[src/rtl/hazard_stall_unit_pkg.sv]
// Shared pipeline definitions for the decode-stage hazard controller: register-type
// decode helpers, hazard FSM encoding and the bubble instruction.
package hazard_stall_unit_pkg;

    localparam logic [1:0]  REG_TYPE_INT  = 2'b00;
    localparam logic [1:0]  REG_TYPE_FLT3 = 2'b11;
    localparam logic [31:0] NOP_INSTR     = 32'h0000_0013;

    typedef enum logic [0:0] {
        StIdle,
        StMcWait
    } hz_state_e;

    function automatic logic op1_is_flt(input logic [1:0] reg_type);
        return reg_type[1];
    endfunction

    function automatic logic op2_is_flt(input logic [1:0] reg_type);
        return reg_type != REG_TYPE_INT;
    endfunction

    // Only three-source float ops (e.g. fused multiply-add) have a third operand.
    function automatic logic op3_exists(input logic [1:0] reg_type);
        return reg_type == REG_TYPE_FLT3;
    endfunction

endpackage

[src/rtl/lu_hazard_detect.sv]
// Combinational load-use comparison of the EX load destination against each used ID
// source operand, with the same int/float file matching as EX forwarding.
module lu_hazard_detect
    import hazard_stall_unit_pkg::*;
(
    input  logic       ex_mem_read_i,
    input  logic [4:0] ex_addr_i,
    input  logic       ex_write_en_i,
    input  logic       ex_f_write_en_i,
    input  logic [4:0] id_addr1_i,
    input  logic [4:0] id_addr2_i,
    input  logic [4:0] id_addr3_i,
    input  logic [2:0] id_rs_used_i,
    input  logic [1:0] id_reg_type_i,
    output logic       lu_o
);

    // x0 is hardwired zero, but f0 is a real register.
    function automatic logic src_hit(input logic [4:0] src_addr, input logic is_flt,
                                     input logic [4:0] dst_addr, input logic int_we,
                                     input logic flt_we);
        if (src_addr != dst_addr) return 1'b0;
        if (is_flt) return flt_we;
        return int_we && (dst_addr != 5'd0);
    endfunction

    logic [2:0] hit;

    always_comb begin
        hit[0] = id_rs_used_i[0] &&
                 src_hit(id_addr1_i, op1_is_flt(id_reg_type_i), ex_addr_i,
                         ex_write_en_i, ex_f_write_en_i);
        hit[1] = id_rs_used_i[1] &&
                 src_hit(id_addr2_i, op2_is_flt(id_reg_type_i), ex_addr_i,
                         ex_write_en_i, ex_f_write_en_i);
        hit[2] = id_rs_used_i[2] && op3_exists(id_reg_type_i) &&
                 src_hit(id_addr3_i, 1'b1, ex_addr_i, ex_write_en_i, ex_f_write_en_i);
        lu_o   = ex_mem_read_i && (|hit);
    end

endmodule

[src/rtl/hazard_stall_unit.sv]
// Decode-stage hazard controller: load-use stall, taken-branch flush and, when
// HAZARD_MULTICYCLE_EN is defined, pipeline hold for multi-cycle EX operations.
module hazard_stall_unit
    import hazard_stall_unit_pkg::*;
#(
    parameter int unsigned McLatency = 4
) (
    input  logic       clk_i,
    input  logic       rst_i,
    input  logic [4:0] id_addr1_i,
    input  logic [4:0] id_addr2_i,
    input  logic [4:0] id_addr3_i,
    input  logic [2:0] id_rs_used_i,
    input  logic [1:0] id_reg_type_i,
    input  logic       id_mc_op_i,
    input  logic       ex_mem_read_i,
    input  logic [4:0] ex_addr_i,
    input  logic       ex_write_en_i,
    input  logic       ex_f_write_en_i,
    input  logic       ex_branch_taken_i,
    output logic       pc_hold_o,
    output logic       if_id_hold_o,
    output logic       id_ex_hold_o,
    output logic       id_ex_bubble_o,
    output logic       ex_mem_bubble_o,
    output logic       if_id_flush_o,
    output logic       mc_busy_o
);

    logic lu;

    lu_hazard_detect u_lu_hazard_detect (
        .ex_mem_read_i  (ex_mem_read_i),
        .ex_addr_i      (ex_addr_i),
        .ex_write_en_i  (ex_write_en_i),
        .ex_f_write_en_i(ex_f_write_en_i),
        .id_addr1_i     (id_addr1_i),
        .id_addr2_i     (id_addr2_i),
        .id_addr3_i     (id_addr3_i),
        .id_rs_used_i   (id_rs_used_i),
        .id_reg_type_i  (id_reg_type_i),
        .lu_o           (lu)
    );

`ifdef HAZARD_MULTICYCLE_EN
    localparam int unsigned CntW = $clog2(McLatency) + 1;

    hz_state_e       state_q, state_d;
    logic [CntW-1:0] cnt_q, cnt_d;

    always_ff @(posedge clk_i or posedge rst_i) begin
        if (rst_i) begin
            state_q <= StIdle;
            cnt_q   <= '0;
        end else begin
            state_q <= state_d;
            cnt_q   <= cnt_d;
        end
    end

    always_comb begin
        state_d         = state_q;
        cnt_d           = cnt_q;
        pc_hold_o       = 1'b0;
        if_id_hold_o    = 1'b0;
        id_ex_hold_o    = 1'b0;
        id_ex_bubble_o  = 1'b0;
        ex_mem_bubble_o = 1'b0;
        if_id_flush_o   = 1'b0;
        mc_busy_o       = 1'b0;
        unique case (state_q)
            StIdle: begin
                if (ex_branch_taken_i) begin
                    if_id_flush_o  = 1'b1;
                    id_ex_bubble_o = 1'b1;
                end else if (lu) begin
                    pc_hold_o      = 1'b1;
                    if_id_hold_o   = 1'b1;
                    id_ex_bubble_o = 1'b1;
                end else if (id_mc_op_i && (McLatency > 1)) begin
                    state_d = StMcWait;
                    cnt_d   = CntW'(McLatency - 1);
                end
            end
            StMcWait: begin
                // EX owns the MC op here, so hazards and redirects are not evaluated.
                mc_busy_o = 1'b1;
                if (cnt_q != CntW'(1)) begin
                    pc_hold_o       = 1'b1;
                    if_id_hold_o    = 1'b1;
                    id_ex_hold_o    = 1'b1;
                    ex_mem_bubble_o = 1'b1;
                    cnt_d           = cnt_q - CntW'(1);
                end else begin
                    state_d = StIdle;
                end
            end
            default: state_d = StIdle;
        endcase
        if (rst_i) begin
            pc_hold_o       = 1'b0;
            if_id_hold_o    = 1'b0;
            id_ex_hold_o    = 1'b0;
            id_ex_bubble_o  = 1'b0;
            ex_mem_bubble_o = 1'b0;
            if_id_flush_o   = 1'b0;
            mc_busy_o       = 1'b0;
        end
    end
`else
    logic unused_mc_inputs;
    assign unused_mc_inputs = ^{clk_i, id_mc_op_i};

    always_comb begin
        pc_hold_o      = 1'b0;
        if_id_hold_o   = 1'b0;
        id_ex_bubble_o = 1'b0;
        if_id_flush_o  = 1'b0;
        if (!rst_i) begin
            if (ex_branch_taken_i) begin
                if_id_flush_o  = 1'b1;
                id_ex_bubble_o = 1'b1;
            end else if (lu) begin
                pc_hold_o      = 1'b1;
                if_id_hold_o   = 1'b1;
                id_ex_bubble_o = 1'b1;
            end
        end
    end

    assign id_ex_hold_o    = 1'b0;
    assign ex_mem_bubble_o = 1'b0;
    assign mc_busy_o       = 1'b0;
`endif

endmodule
[config.mk]
export PLATFORM = sky130hd
export DESIGN_NAME = hazard_stall_unit
export DESIGN_NICKNAME = d
export VERILOG_FILES = /design/src/rtl/hazard_stall_unit_pkg.sv /design/src/rtl/lu_hazard_detect.sv /design/src/rtl/hazard_stall_unit.sv
export SDC_FILE = /design/constraint.sdc
export NUM_CORES = 1
export LEC_CHECK = 0
export CORE_AREA = 2 2 39 41
export DETAILED_ROUTE_END_ITERATION = 10
export DIE_AREA = 0 0 41 43
export GPL_ROUTABILITY_DRIVEN = 1
export MAX_ROUTING_LAYER = met4
export PLACE_DENSITY = 0.77
export SYNTH_ARGS = -nofsm -noshare
export SYNTH_HDL_FRONTEND = slang
export SYNTH_HIERARCHICAL = 1
export SYNTH_SLANG_ARGS = --single-unit
[constraint.sdc]
create_clock -name vclk -period 2.4
set_input_delay 0.48 -clock vclk [all_inputs]
set_output_delay 0.48 -clock vclk [all_outputs]
set_load 0.005 [all_outputs]
==> summary.txt, run 1 <==
Status: complete, no violations
Cell area after synthesis: 307.8 um^2
DRT Pass-1 Iters: 4
Maxcap violations: 0
Post-route cell area: 691.9 um^2
Post-synthesis compound-gate area fraction: 0.1789
Required time of the critical path: 1.92 ns
Synth Warn #: 6
WL final: 1026 um
# setup viols final: 0
Seq/Total Area, Yosys: 0
Worst min-delay path class: input pin to primary output
Minimum clock period: 2.319 ns
Min-delay src: rst_i
# IOs: 39
RSZ-0062 raised after global routing: false
Final HPWL DP: 903.3 um
Vias per Instance: 4.415
Crit path launch: id_addr2_i[4]
Drt drc: 0
Final Hold Vio Count: 0
Hold_ws: 1.645 ns
Site row count: 14
Yosys top cell by area: xnor2_1
Yosys cell types: 20
Number of port buffers: 34
Seq_cells: 0
Clk pwr share: 0
Pint: 0.06685 mW
CP Capture Type: primary output
Antenna Nets Post-Route: 0
Crit path capture: if_id_hold_o
Area after DPL: 698.2 um^2
Largest net degree at the start of global routing: 5
Vias: 415
Sw Share: 0.3336
Maximum vdd drop: 0.00005635 V
Crit Path Category: input pin to primary output
Initial drt markers: 3
Final core utilization: 0.5000
Placed Cells: 94
Vias in the first global route: 407
Simple-gate share of the synthesized area: 0.2520
Die Area: 0.001763 mm^2
Crit path max fanout: 2
First-pass GRT wire length: 1504 um
Max Clk Rate: 0.4312 GHz
Clock buffer count in the final layout: 0
Core ar.: 0.001384 mm^2
Net switching power: 0.03347 mW
PD cells: 145.0 mW/mm^2
RD Place Congestion: 0.6843
Mapped Cells: 39
Die span in x: 41 um
Multi-input logic area: 289.0 um^2
Worst Path Arrival: 1.84 ns
Reg area: 0 um^2
Post-synth top area share: 0.3699
Synth-to-Final Area Change: 124.8%
Starting density of the core: 0.2224
Grt ovf: 0
Wire length per cell: 10.91 um
Logic gate share of total power: 1.000
Synth Area in XOR/XNOR: 0.4268
Setup_tns: 0 ns
Lkg Pwr: 0.3618 nW
Synth Area in Adders: 0
Net count reported at finish: 112
Flop pwr share: 0
Pins Over Slew Limit: 0
Fin cells: 94
Crit path launch type: input pin
Tcrit/Tclk final: 0.9662
Hold-fix buffers, CTS: 0
Antenna cells: 0
Syn_area_per_cell: 7.892 um^2
Initial antenna violation count: 0
Share of layout cells above drive strength 1: 0.2308
Total GRT Usage: 0.1177
FILL cells: 140
Fraction of synthesized area in multiplexers: 0.03252
Ranking of synthesized cells by area: xnor2_1, buf_4, nand4_1, o22a_1, xor2_1
Die H: 43 um
Largest family of logic cells by synthesized area: XOR/XNOR gates
## what timing repair did
item                                   4_1_cts  5_1_grt
pin swaps                                    7       16
setup buffers                                0        0
setup endpoints to repair                    3        3
gates resized for setup                     29       13
endpoints found under the hold margin        0        0
## worst min path at each step
stage | end | slack (ns) | cells after the start
floorplan | if_id_hold_o | 0.99 | 1
global placement | if_id_flush_o | 1.95 | 3
detailed placement | pc_hold_o | 1.97 | 3
CTS | pc_hold_o | 1.65 | 3
global route | if_id_hold_o | 1.68 | 3
finish | pc_hold_o | 1.64 | 3
## power by group through the flow
stage | logic (mW) | clock network, mW | registers (mW)
floorplan | 0.0378 | 0 | 0
global placement | 0.109 | 0 | 0
detailed placement | 0.110 | 0 | 0
CTS | 0.105 | 0 | 0
global route | 0.108 | 0 | 0
finish | 0.100 | 0 | 0
## through the flow
step           setup slack (ns)  power, mW
6_report                0.08108     0.1003
5_1_grt                0.001285     0.1084
2_1_floorplan            0.2888    0.03779
3_3_place_gp            -0.5773     0.1091
4_1_cts                 0.02556     0.1052
3_5_place_dp            -0.6213     0.1098
## area by class of cell
type / instances / share of cell area
multi-input combinational: 37 / 0.4177
tap: 16 / 0.02893
timing repair buffer: 41 / 0.5533
## placed cells by master, fill, tap and decap left out, types with 2 or more instances in the layout
| cell type | n |
|---|---|
| xor2_1 | 2 |
| nand4_1 | 3 |
| o22a_1 | 2 |
| dlymetal6s2s_1 | 10 |
| dlygate4sd2_1 | 5 |
| buf_4 | 7 |
| conb_1 | 3 |
| buf_2 | 5 |
| xnor2_1 | 13 |
| clkdlybuf4s50_1 | 12 |
## synthesized netlist by cell type
cell type,count
or2_2,1
nand4_1,3
o22a_1,2
and4_1,1
o21ai_1,1
nor2_1,1
or4_4,1
nor3_1,1
xor2_1,2
o211a_1,1
o211ai_1,1
nor2b_1,1
xnor2_1,13
conb_1,1
a21oi_1,1
mux2i_1,1
buf_4,4
o21ba_1,1
nand3_1,1
nor3b_2,1
## per-layer routing
layer / vias up / global-route usage / share of wire
met2: 20 / 0.2406 / 0.57
li1: 213 / - / -
met1: 182 / 0.1203 / 0.34
met4: 0 / 0 / 0
met5: - / - / 0
met3: 0 / 0 / 0.095
## kinds of logic after synthesis
kind of cell | after synthesis
AOI/OAI and AO/OA | 7
xor gates and xnor gates | 15
muxes | 1
and+or+nand+nor | 11
buffers and inverters | 4
other | 1
## worst max-delay path, stage by stage
cell             delay (ns)
clkdlybuf4s50_1        0.47
xnor2_1                0.11
nand4_1                0.11
o22a_1                 0.18
a21oi_2                0.16
nor3b_2                0.19
buf_2                  0.13
Note: power is estimated with default switching activity, not from simulation.
==> run 2: changes to the inputs <==
Settings changed: PLACE_DENSITY 0.77 to 0.74.
==> run 2 against run 1 <==
  * Fmax grew 0.50%
  * Combinational power is essentially flat
  * Die area is the same
  * Via count grew 2.2%
  * Critical path depth is the same
  * Critical path type unchanged
  * Largest power group unchanged
==> summary.txt, run 2 (synthesized netlist as in run 1, its figures left out) <==
Fin cells: 93
Hold depth: 3
Die H: 43 um
# IOs: 39
WL final: 1058 um
Share of layout cells above drive strength 1: 0.2208
Net count reported at finish: 111
Sw Share: 0.3559
Vias: 424
Placed Cells: 93
Worst path bufs/invs: 2
Pins Over Slew Limit: 0
# setup viols final: 0
Number of port buffers: 34
Clock buffer count in the final layout: 0
CP Capture Type: primary output
Antenna cells: 0
Required time of the critical path: 1.92 ns
Vias per Instance: 4.559
Maxcap violations: 0
Initial drt markers: 1
Final Hold Vio Count: 0
Vias in the first global route: 440
Crit path max fanout: 4
Most frequent CP cell: buf_2
Post-CTS setup buffers: 0
Crit path launch: ex_addr_i[2]
Slowest-stage cell, CP: or4_4
Die span in x: 41 um
Total GRT Usage: 0.1290
Crit path launch type: input pin
Starting density of the core: 0.2224
Lkg Pwr: 0.3526 nW
PD cells: 142.9 mW/mm^2
Final HPWL DP: 928.3 um
Initial antenna violation count: 0
Worst min-delay path class: input pin to primary output
Commonest non-fill, non-tap cell in the layout: xnor2_1
Commonest non-fill, non-tap cells in the layout: xnor2_1, dlygate4sd2_1, dlymetal6s2s_1
Status: complete, no violations
Reg area: 0 um^2
DRT Pass-1 Iters: 2
Drt drc: 0
Flop pwr share: 0
Minimum clock period: 2.307 ns
Grt ovf: 0
Wire length per cell: 11.38 um
First-pass GRT wire length: 1683 um
Pint: 0.06228 mW
Largest net degree at the start of global routing: 5
Crit path largest cell delay: 0.51 ns
Antenna Nets Post-Route: 0
Max Clk Rate: 0.4334 GHz
Worst Path Arrival: 1.83 ns
Core ar.: 0.001384 mm^2
Logic gate share of total power: 1.000
Maximum vdd drop: 0.00005508 V
RD Place Congestion: 0.7348
Die Area: 0.001763 mm^2
Hold_ws: 1.680 ns
Top Family by Delay on Critical Path: simple AND/OR/NAND/NOR gates
Synth-to-Final Area Change: 119.9%
Site row count: 14
Crit Path Category: input pin to primary output
Hold-fix buffers, CTS: 0
Hold EP: pc_hold_o
Clk pwr share: 0
Seq_cells: 0
Min-delay src: rst_i
Net switching power: 0.03441 mW
Tcrit/Tclk final: 0.9614
Worst-path cell chain: buf_2 > or4_4 > o211a_1 > nand4_1 > a21oi_2 > o21ba_1 > buf_2
Tot Pwr: 0.09670 mW
RSZ-0062 raised after global routing: false
## run 2: worst min-delay path: cells and delay by family
kind	cells	cell delay, ns
buffers and inverters	2	0.66
and+or+nand+nor	1	0.06
## run 2: area by class of cell
type,count,area [um^2]
fillers,157,706.9
repair buffers,40,361.6
well taps,16,20.02
multi-input cells,37,295.3
## run 2: worst max-delay path by stage
stage	to	cells after the start
finish	id_ex_bubble_o	7
detailed placement	if_id_hold_o	8
floorplan	pc_hold_o	6
global route	if_id_hold_o	7
CTS	if_id_hold_o	7
global placement	if_id_hold_o	8
## run 2: metal layers
| metal | global-route usage | share of wire | routed length (um) | up-vias |
|---|---|---|---|---|
| met3 | 0.01047 | 0.10 | 106 | 0 |
| li1 | - | - | - | 210 |
| met2 | 0.2344 | 0.54 | 572 | 21 |
| met1 | 0.1551 | 0.36 | 380 | 193 |
| met5 | - | 0 | 0 | - |
| met4 | 0 | 0 | 0 | 0 |
## run 2: power groups by stage
stage / registers (mW) / logic (mW) / clock network [mW]
2_1_floorplan: 0 / 0.0378 / 0
3_3_place_gp: 0 / 0.108 / 0
3_5_place_dp: 0 / 0.109 / 0
4_1_cts: 0 / 0.100 / 0
5_1_grt: 0 / 0.105 / 0
6_report: 0 / 0.0967 / 0
## run 2: through the flow
step / instance area [um^2] / utilization / setup TNS (ns) / setup slack (ns)
after global placement: 690.7 / 0.4991 / -1.724 / -0.5767
after detailed placement: 690.7 / 0.4991 / -1.906 / -0.6481
after global routing: 676.9 / 0.4892 / 0 / 0.01903
final: 676.9 / 0.4892 / 0 / 0.09273
after CTS: 666.9 / 0.4819 / 0 / 0.001555
after floorplan: 315.3 / - / 0 / 0.2888
## run 2: timing repair
action                     CTS  global route
gates resized for setup     37            11
pin swaps                   15            16
setup endpoints to repair    3             3
==> run 3: changes to the inputs <==
Settings changed: MAX_ROUTING_LAYER met4 to unset.
Clock period 2.4 ns to 2.25 ns, I/O delays scaled along.
==> run 3 against run 2 <==
  * Worst hold slack lost 0.14 ns
  * Cell area down 0.74%
  * Non-clock buffer count did not move
  * Largest cell class unchanged
  * Routed wire length shrank 0.19%
  * Total power up 9.5%
  * Flip-flop and latch count unchanged
==> summary.txt, run 3 (synthesized netlist as in run 1, its figures left out) <==
Synth-to-Final Area Change: 118.3%
# setup viols final: 0
First-pass GRT wire length: 1669 um
Wire length per cell: 11.35 um
Tot Pwr: 0.1058 mW
RSZ-0062 raised after global routing: false
DRT Pass-1 Iters: 2
Grt ovf: 0
Drt drc: 0
Clock buffer count in the final layout: 0
Vias in the first global route: 435
Hold-fix buffers, CTS: 0
# IOs: 39
Setup_tns: 0 ns
Commonest non-fill, non-tap cell in the layout: dlygate4sd2_1
Crit Path Category: input pin to primary output
Share of layout cells above drive strength 1: 0.2857
PD cells: 157.5 mW/mm^2
Minimum clock period: 2.200 ns
Reg area: 0 um^2
Crit path max fanout: 3
Core ar.: 0.001384 mm^2
WL final: 1056 um
Die Area: 0.001763 mm^2
Worst min-delay path class: input pin to primary output
Vias per Instance: 4.538
Status: complete, no violations
Total GRT Usage: 0.1239
Site row count: 14
Crit path launch type: input pin
Post-CTS setup buffers: 0
Required time of the critical path: 1.80 ns
Die span in x: 41 um
Commonest non-fill, non-tap cells in the layout: dlygate4sd2_1, xnor2_1, buf_4
Die H: 43 um
Lkg Pwr: 0.3164 nW
Post-route cell area: 671.9 um^2
Final HPWL DP: 928.3 um
Initial drt markers: 1
Maximum vdd drop: 0.00006055 V
Max Clk Rate: 0.4546 GHz
Seq_cells: 0
Net count reported at finish: 111
Number of port buffers: 34
Maxcap violations: 0
Fin cells: 93
FILL cells: 150
Largest net degree at the start of global routing: 5
Starting density of the core: 0.2224
Area after DPL: 690.7 um^2
Vias: 422
Antenna Nets Post-Route: 0
CP Capture Type: primary output
Initial antenna violation count: 0
Worst Path Arrival: 1.75 ns
Antenna cells: 0
Pins Over Slew Limit: 0
Final Hold Vio Count: 0
Tcrit/Tclk final: 0.9777
RD Place Congestion: 0.7263
Placed Cells: 93
-- run 3: cell count changes in the layout (fill, tap and decap cells not counted), moves of 2 or more --
cell             previous run  this run
dlygate4sd2_1              12        19
dlymetal6s2s_1              8         1
buf_6                       0         3
buf_2                       5         3
clkbuf_2                    1         3
clkdlybuf4s50_1             7         5
xnor2_1                    13        11
xnor2_2                     0         2
-- run 3: cell type report --
| type | count | area [um^2] | share of cell area |
|---|---|---|---|
| multi-input combinational | 37 | 314.1 | 0.4674 |
| timing repair buffer | 40 | 337.8 | 0.5028 |
| tap | 16 | 20.02 | 0.02980 |
-- run 3: repair_timing --
action	4_1_cts	5_1_grt
gates resized for setup	55	8
pin swaps	23	6
endpoints found under the setup margin	3	3
hold endpoints to repair	0	0
-- run 3: layer usage --
metal  routed length (um)  vias up  global-route usage
met3                  112        0             0.01571
met4                    0        0                   0
li1                     -      212                   -
met5                    0        -                   0
met2                  548       21              0.2344
met1                  394      189              0.1456
-- run 3: worst paths after layout --
kind	from	end	slack (ns)	cells after the start
setup / recovery	id_reg_type_i[1]	id_ex_bubble_o	0.05	7
hold / removal	ex_addr_i[1]	pc_hold_o	1.54	6
-- run 3: stage by stage --
stage                     setup WS (ns)  hold slack [ns]  utilization
after floorplan                  0.1988           0.9278            -
after global placement          -0.6667            1.892       0.4991
after detailed placement        -0.7381            1.910       0.4991
after CTS                      0.001784            1.627       0.4837
after global routing           0.002268            1.618       0.4855
final                           0.05023            1.542       0.4855
-- run 3: worst max-delay path, stage by stage --
cell	delay [ns]
buf_6	0.09
or4_4	0.53
o22a_1	0.19
o21ai_2	0.13
a21oi_2	0.05
o21ba_1	0.18
buf_2	0.12
-- run 3: power breakdown --
part           internal [mW]  switching [mW]
Combinational         0.0674          0.0384
Clock                      0               0
Sequential                 0               0
